## config.mk

```make
export PLATFORM = sky130hd
export DESIGN_NAME = gabor_window_fetch
export DESIGN_NICKNAME = d
export VERILOG_FILES = /design/src/rtl/gabor_pkg.sv /design/src/rtl/gabor_rd_tag_pipe.sv /design/src/rtl/gabor_window_fetch.sv
export SDC_FILE = /design/constraint.sdc
export NUM_CORES = 1
export LEC_CHECK = 0
export CAP_MARGIN = 0
export CORE_UTILIZATION = 57
export DETAILED_ROUTE_END_ITERATION = 12
export DONT_BUFFER_PORTS = 1
export PLACE_DENSITY = 0.77
export SETUP_SLACK_MARGIN = 0.15
export SYNTH_ARGS = -nofsm -noshare
export SYNTH_HDL_FRONTEND = slang
export SYNTH_SLANG_ARGS = --single-unit
export TNS_END_PERCENT = 20
```

## constraint.sdc

```tcl
create_clock -name clk -period 10.4 [get_ports clk]
set_clock_uncertainty 0.05 [all_clocks]
set_input_delay 1.56 -clock clk [delete_from_list [all_inputs] [get_ports clk]]
set_output_delay 1.56 -clock clk [all_outputs]
set_load 0.03 [all_outputs]
```

## src/rtl/gabor_pkg.sv

```systemverilog
// Shared constants, types and address helpers for the Gabor 5x5 window fetch path.
package gabor_pkg;

   localparam int unsigned ADDR_W     = 19;
   localparam int unsigned PIX_W      = 8;
   localparam int unsigned OUT_W      = 10;
   localparam int unsigned ROW_STRIDE = 516;
   localparam int unsigned WIN        = 5;
   localparam int unsigned IMG_DEPTH  = 266256;
   localparam int unsigned COL_W      = 3;

   typedef logic [PIX_W-1:0] pix_t;
   typedef logic [OUT_W-1:0] opix_t;

   typedef enum logic [1:0] {
      ST_IDLE,
      ST_FETCH,
      ST_DRAIN,
      ST_PRESENT
   } fetch_state_e;

   typedef enum logic [1:0] {
      KIND_HIT,
      KIND_SHIFT,
      KIND_FULL
   } fetch_kind_e;

   typedef struct packed {
      logic             valid;
      logic [COL_W-1:0] col;
   } rd_tag_t;

   // Byte address of one row of a window column.
   function automatic logic [ADDR_W-1:0] row_addr(input logic [ADDR_W-1:0] col_addr,
                                                  input int unsigned row);
      return ADDR_W'(32'(col_addr) + row * ROW_STRIDE);
   endfunction

   // Checked at 32 bits so a row near the image end cannot wrap back into range.
   function automatic logic row_in_range(input logic [ADDR_W-1:0] col_addr,
                                         input int unsigned row);
      return (32'(col_addr) + row * ROW_STRIDE) < IMG_DEPTH;
   endfunction

endpackage

```

## src/rtl/gabor_rd_tag_pipe.sv

```systemverilog
// Delay line carrying the destination column of each issued read until its data returns.
module gabor_rd_tag_pipe
   import gabor_pkg::*;
#(
   parameter int unsigned DEPTH = 1
) (
   input  logic    clk,
   input  logic    rst,
   input  rd_tag_t tag_in,
   output rd_tag_t tag_out
);

   rd_tag_t pipe_q [DEPTH];

   always_ff @(posedge clk or negedge rst) begin
      if (!rst) begin
         for (int unsigned i = 0; i < DEPTH; i++) pipe_q[i] <= '0;
      end else begin
         pipe_q[0] <= tag_in;
         for (int unsigned i = 1; i < DEPTH; i++) pipe_q[i] <= pipe_q[i-1];
      end
   end

   assign tag_out = pipe_q[DEPTH-1];

endmodule

```

## src/rtl/gabor_window_fetch.sv

```systemverilog
// Serves 5x5 pixel windows to the Gabor core from a row-banked padded image BRAM,
// reusing the previous window on a same-address hit or a one-column step.
module gabor_window_fetch
   import gabor_pkg::*;
#(
   parameter int unsigned BRAM_LAT = 1
) (
   input  logic                         clk,
   input  logic                         rst,
   input  logic                         flush,
   input  logic                         req_valid,
   input  logic [ADDR_W-1:0]            req_addr,
   output logic                         req_ready,
   output logic                         mem_re,
   output logic [WIN*ADDR_W-1:0]        mem_addr,
   input  logic [WIN*PIX_W-1:0]         mem_rdata,
   output logic                         win_valid,
   input  logic                         win_ready,
   output logic [WIN*WIN*OUT_W-1:0]     win_pixels
);

   localparam logic [COL_W-1:0] LAST_COL = COL_W'(WIN - 1);

   fetch_state_e          state_q, state_d;
   logic [COL_W-1:0]      col_q, col_d;
   logic [ADDR_W-1:0]     base_q, base_d;
   logic [ADDR_W-1:0]     last_q, last_d;
   logic                  cache_valid_q, cache_valid_d;
   logic                  iss_valid_q, iss_valid_d;
   logic                  req_ready_d, mem_re_d, win_valid_d;
   logic [WIN*ADDR_W-1:0] mem_addr_d;
   logic                  accept_c, issue_c, shift_c;
   logic [ADDR_W-1:0]     issue_base_c;
   fetch_kind_e           kind_c;
   rd_tag_t               tag_in_c, tag_out;
   pix_t                  win_q [WIN][WIN];

   assign tag_in_c = '{valid: iss_valid_q, col: col_q};

   gabor_rd_tag_pipe #(.DEPTH(BRAM_LAT)) u_tag_pipe (
      .clk     (clk),
      .rst     (rst),
      .tag_in  (tag_in_c),
      .tag_out (tag_out)
   );

   // Next-state, request classification and read issue.
   always_comb begin
      state_d       = state_q;
      col_d         = col_q;
      base_d        = base_q;
      last_d        = last_q;
      cache_valid_d = cache_valid_q;
      iss_valid_d   = 1'b0;
      mem_re_d      = 1'b0;
      mem_addr_d    = mem_addr;
      win_valid_d   = win_valid;
      issue_c       = 1'b0;
      shift_c       = 1'b0;
      issue_base_c  = base_q;
      accept_c      = (state_q == ST_IDLE) && req_valid && req_ready;

      kind_c = KIND_FULL;
      if (cache_valid_q && !flush) begin
         if (req_addr == last_q)                    kind_c = KIND_HIT;
         else if (req_addr == last_q + ADDR_W'(1))  kind_c = KIND_SHIFT;
      end

      case (state_q)
         ST_IDLE: begin
            if (accept_c) begin
               base_d       = req_addr;
               last_d       = req_addr;
               issue_base_c = req_addr;
               case (kind_c)
                  KIND_HIT: begin
                     state_d     = ST_PRESENT;
                     win_valid_d = 1'b1;
                  end
                  KIND_SHIFT: begin
                     state_d = ST_FETCH;
                     col_d   = LAST_COL;
                     issue_c = 1'b1;
                     shift_c = 1'b1;
                  end
                  default: begin
                     state_d = ST_FETCH;
                     col_d   = '0;
                     issue_c = 1'b1;
                  end
               endcase
            end
         end
         ST_FETCH: begin
            if (col_q == LAST_COL) begin
               state_d = ST_DRAIN;
            end else begin
               col_d   = col_q + COL_W'(1);
               issue_c = 1'b1;
            end
         end
         ST_DRAIN: begin
            // Column 4 is always the last read of a fetch, so its return completes the window.
            if (tag_out.valid && tag_out.col == LAST_COL) begin
               state_d     = ST_PRESENT;
               win_valid_d = 1'b1;
            end
         end
         ST_PRESENT: begin
            if (win_ready) begin
               state_d     = ST_IDLE;
               win_valid_d = 1'b0;
            end
         end
         default: state_d = ST_IDLE;
      endcase

      // A column whose rows are all past the image end still takes its cycle, without a strobe.
      if (issue_c) begin
         iss_valid_d = 1'b1;
         for (int unsigned k = 0; k < WIN; k++) begin
            mem_addr_d[k*ADDR_W +: ADDR_W] = row_addr(issue_base_c + ADDR_W'(col_d), k);
            if (row_in_range(issue_base_c + ADDR_W'(col_d), k)) mem_re_d = 1'b1;
         end
      end

      req_ready_d = (state_d == ST_IDLE);

      if (flush)         cache_valid_d = 1'b0;
      else if (accept_c) cache_valid_d = 1'b1;
   end

   always_ff @(posedge clk or negedge rst) begin
      if (!rst) begin
         state_q       <= ST_IDLE;
         col_q         <= '0;
         base_q        <= '0;
         last_q        <= '0;
         cache_valid_q <= 1'b0;
         iss_valid_q   <= 1'b0;
         req_ready     <= 1'b0;
         mem_re        <= 1'b0;
         mem_addr      <= '0;
         win_valid     <= 1'b0;
      end else begin
         state_q       <= state_d;
         col_q         <= col_d;
         base_q        <= base_d;
         last_q        <= last_d;
         cache_valid_q <= cache_valid_d;
         iss_valid_q   <= iss_valid_d;
         req_ready     <= req_ready_d;
         mem_re        <= mem_re_d;
         mem_addr      <= mem_addr_d;
         win_valid     <= win_valid_d;
      end
   end

   // Window store: column shift on a one-step request, slot load when read data returns.
   always_ff @(posedge clk or negedge rst) begin
      if (!rst) begin
         for (int unsigned r = 0; r < WIN; r++)
            for (int unsigned c = 0; c < WIN; c++) win_q[r][c] <= '0;
      end else begin
         if (shift_c) begin
            for (int unsigned r = 0; r < WIN; r++)
               for (int unsigned c = 0; c < WIN - 1; c++) win_q[r][c] <= win_q[r][c+1];
         end
         for (int unsigned c = 0; c < WIN; c++) begin
            if (tag_out.valid && tag_out.col == COL_W'(c)) begin
               for (int unsigned r = 0; r < WIN; r++) begin
                  win_q[r][c] <= row_in_range(base_q + ADDR_W'(c), r)
                                 ? mem_rdata[r*PIX_W +: PIX_W] : '0;
               end
            end
         end
      end
   end

   always_comb begin
      win_pixels = '0;
      for (int unsigned r = 0; r < WIN; r++)
         for (int unsigned c = 0; c < WIN; c++)
            win_pixels[(r*WIN + c)*OUT_W +: OUT_W] = opix_t'(win_q[r][c]);
   end

endmodule
```

==> results.rst <==
.. list-table::
   :header-rows: 1

   * - Metric
     - Value
   * - Die extent in y
     - 202 um
   * - Placed wire-length estimate
     - 55300 um
   * - Leakage power figure
     - 10.6 nW
   * - Fin. Hold Viols
     - 0
   * - Wire length on met3
     - 7380 um
   * - Total buffers and inverters traversed by the critical path
     - 2
   * - Required time worst endpoint
     - 10.72 ns
   * - Type of the most critical hold path
     - flip-flop to flip-flop
   * - Routed WL per cell
     - 24.5 um
   * - Number of distinct library cells after synthesis
     - 90
   * - Synthesis-to-layout area growth
     - 5.75%
   * - IO buf count
     - 0
   * - Area of the core region
     - 39000 sq um
   * - Count of instances resized after the clock tree is built
     - 0
   * - Post-Place Setup Slack
     - 2.48 ns
   * - Via count of the first global-routing pass
     - 19700
   * - Startpoint of the lowest-slack register-to-register path
     - last_q[0]$_DFFE_PN0P_
   * - Run status
     - finished, final reports clean
   * - Latest clock arrival within the worst-skew pair
     - 0.55 ns
   * - Count of flip-flops with a built-in enable after synthesis
     - 0
   * - Gate count of the mapped netlist
     - 2676
   * - GPL Wtd Cong
     - 0.980
   * - X dimension of the die
     - 202 um
   * - Total via count in the routed design
     - 20900
   * - Leading cell type in the layout, fill and taps excluded
     - nand2_1
   * - Slew at the pin with the worst max-slew slack
     - 1.24 ns
   * - Worst hold slack
     - 0.310 ns
   * - Final Max Tran Viols
     - 0
   * - Most used cells in the layout excluding fill and tap cells
     - nand2_1, dfrtp_1, o21ai_0
   * - FF+latch count, synth
     - 335
   * - Total of hold buffers inserted after clock tree synthesis
     - 0
   * - Clk slew on worst S/H paths
     - 0.06 ns
   * - Setup TNS
     - 0 ns
   * - Min-delay src
     - iss_valid_q$_DFF_PN0_
   * - Clock tree from TritonCTS
     - done
   * - Total gr overflow
     - 0
   * - Drt via density
     - 6.69
   * - Average instance area after synthesis
     - 8.51 sq um
   * - Global-route wire length before repair
     - 118000 um
   * - CTS Root Buffer Type
     - clkbuf_16
   * - Cell family contributing the most delay on the critical path
     - simple AND/OR/NAND/NOR gates
   * - Total power divided by cell area
     - 359 nW/um^2
   * - Primary FF master, synth
     - dfrtp_1
   * - Relative slew slack
     - 0.172
   * - Total Die Area
     - 40800 sq um
   * - Async set or reset register ratio after synthesis
     - 1.00
   * - Number of fill cells in the layout
     - 3361
   * - Setup repair after global routing missed its margin
     - false
   * - Clock sinks
     - 335
   * - Number of antenna violations at the first check in global routing
     - 1
   * - Startpoint class of the critical path
     - input port
   * - Worst vdd ir
     - 270 uV
   * - Category of the critical setup timing path
     - input port to flip-flop
   * - Final Critical Period
     - 7.58 ns
   * - Maximum operating frequency
     - 0.132 GHz
   * - Number of DRC violations after detailed-routing iteration 0
     - 2310
   * - Signal arrival time at the worst endpoint
     - 7.90 ns
   * - Slowest cell on crit path
     - a21oi_1
   * - Maximum clock insertion buffer count
     - 3
   * - Setup bufs post-CTS
     - 0
   * - Crit-path max cell delay
     - 0.79 ns
   * - Maximum number of pins on one net before global-route repair
     - 336
   * - Cts bufs inserted
     - 37
   * - Number of iterations in the first detailed-routing pass
     - 6
   * - Final critical-path share of the clock period
     - 0.728
   * - Largest fanout on the critical path
     - 12
   * - Critical path origin
     - req_addr[17]
   * - End-of-flow core utilization
     - 0.618
   * - DRT met1 WL
     - 29500 um
   * - Library cell appearing most often on the critical path
     - xnor2_1
   * - Share of final-layout standard cells stronger than drive strength 1
     - 0.0569
   * - Post-route DRC violation count
     - 0
   * - Routed Wire Length
     - 76400 um
   * - Boundary Pins
     - 412
   * - Final #Nets
     - 2672
   * - Met2 routed wirelength
     - 36100 um
   * - Sequential-to-total area share from yosys stat
     - 0.368
   * - Highest metal layer with signal wires
     - met4
   * - H-tree levels
     - 2
   * - Final setup violation count
     - 0
   * - Post-Syn Area
     - 22800 sq um
   * - Global-route total usage across every layer
     - 0.367
   * - Worst Setup Slack, final
     - 2.82 ns
   * - Number of maximum-capacitance constraint violations
     - 0
   * - Synth warn
     - 0
   * - Row cnt
     - 72
   * - Post-route ant nets
     - 0
   * - CP Capture Type
     - flip-flop
   * - Initial standard-cell utilization of the core
     - 0.584
[metrics by stage]
stage	area (sq um)	power, mW	instances
finish	24100	8.64	3121
global route	24100	9.10	3119
CTS	24100	8.56	3119
detailed placement	22800	7.19	3055
global placement	22800	7.12	3055
floorplan	23000	6.03	2725
[registers in the layout (all words and copies together) (netlist names)]
signal and count:
base_q 19, cache_valid_q 1, col_q 3, iss_valid_q 1, last_q 19, mem_addr 83
mem_re 1, req_ready 1, state_q 2, u_tag_pipe.tag_out 4, win_pixels 200, win_valid 1
[final timing paths]
check	end	cells after the start	slack [ns]
worst min register to register	u_tag_pipe.tag_out[3]$_DFF_PN0_	0	0.31
min in group asynchronous	win_pixels[150]$_DFFE_PN0P_	0	0.65
worst max register to register	mem_re$_DFF_PN0_	26	2.86
worst min-delay path	u_tag_pipe.tag_out[3]$_DFF_PN0_	0	0.31
max in group asynchronous	cache_valid_q$_DFFE_PN0P_	0	9.04
worst max-delay path	mem_re$_DFF_PN0_	25	2.82
[cells in the mapped netlist (all sizes together), types with 8 or more instances]
master,instances,area share
a211oi,19,0.0065
a21boi,8,0.0026
a21o,16,0.0053
a21oi,105,0.023
a22o,42,0.016
a22oi,11,0.0036
a2bb2oi,49,0.019
a31oi,33,0.0091
and2,23,0.0063
and3,18,0.0049
and3b,8,0.0031
and4,8,0.0031
buf,104,0.028
clkbuf,121,0.020
dfrtp,335,0.37
ha,31,0.017
inv,55,0.0091
mux2,15,0.0074
mux2i,130,0.057
nand2,388,0.064
nand2b,16,0.0044
nand3,90,0.020
nand4,38,0.011
nor2,188,0.031
nor2b,11,0.0030
nor3,68,0.015
nor3b,8,0.0026
nor4,33,0.010
o2111ai,10,0.0038
o211ai,9,0.0030
o21a,12,0.0040
o21ai,205,0.045
o22ai,31,0.0085
o2bb2ai,48,0.018
o31ai,18,0.0059
o32ai,13,0.0050
or2,13,0.0036
or3,18,0.0049
or4,22,0.0074
xnor2,144,0.055
xor2,72,0.028
[power by group]
group          internal, mW  switching (mW)
Clock                 0.817           0.539
Combinational          1.38            2.51
Sequential             1.82            1.58
[final cells by class]
| cell class | count | area (sq um) | area share |
|---|---|---|---|
| Timing Repair Buffer | 37 | 278 | 0.0115 |
| Inverter | 58 | 218 | 0.00904 |
| Multi-Input combinational cell | 2107 | 13300 | 0.553 |
| Clock buffer | 55 | 1120 | 0.0463 |
| Tap cell | 518 | 648 | 0.0269 |
| Antenna cell | 2 | 5.00 | 0.000208 |
| Clock inverter | 9 | 133 | 0.00551 |
| Sequential cell | 335 | 8380 | 0.348 |
[metal layers]
metal	track usage	vias to the layer above
li1	-	9371
met1	0.466	10100
met2	0.600	1215
met3	0.0817	207
met4	0.157	0
met5	0	-
[cell families (layout without fill, tap and decap cells)]
| family | count (synthesis) | count (layout) | synth area share |
|---|---|---|---|
| buf+inv | 283 | 159 | 0.0579 |
| compound gates | 696 | 696 | 0.207 |
| flops | 335 | 335 | 0.368 |
| fa+ha+maj | 32 | 32 | 0.0179 |
| other cells | 1 | 52 | 0.000165 |
| simple gates | 968 | 968 | 0.202 |
| mux | 145 | 145 | 0.0645 |
| xor+xnor | 216 | 216 | 0.0830 |
[worst reg2reg max path, stage by stage, from the launching register on]
cell and delay [ns]:
dfrtp_1 0.42, ha_1 0.23, and4_1 0.29, nand2_1 0.16
nor3_1 0.48, and3b_1 0.23, nor3_1 0.05, a21oi_1 0.15
a21oi_1 0.12, nor3_1 0.43, o221ai_1 0.17, o21ai_0 0.15
ha_1 0.32, a21oi_1 0.79, nor2_1 0.15, xnor2_1 0.17
mux2_2 0.39, inv_1 0.09, ha_1 0.46, nor2b_1 0.36
a311oi_1 0.21, nor3_1 0.51, nand2_1 0.19, xnor2_1 0.26
nor4_1 0.08, a2111oi_0 0.31, a41oi_1 0.16
Power figures use the tool's default switching activity.
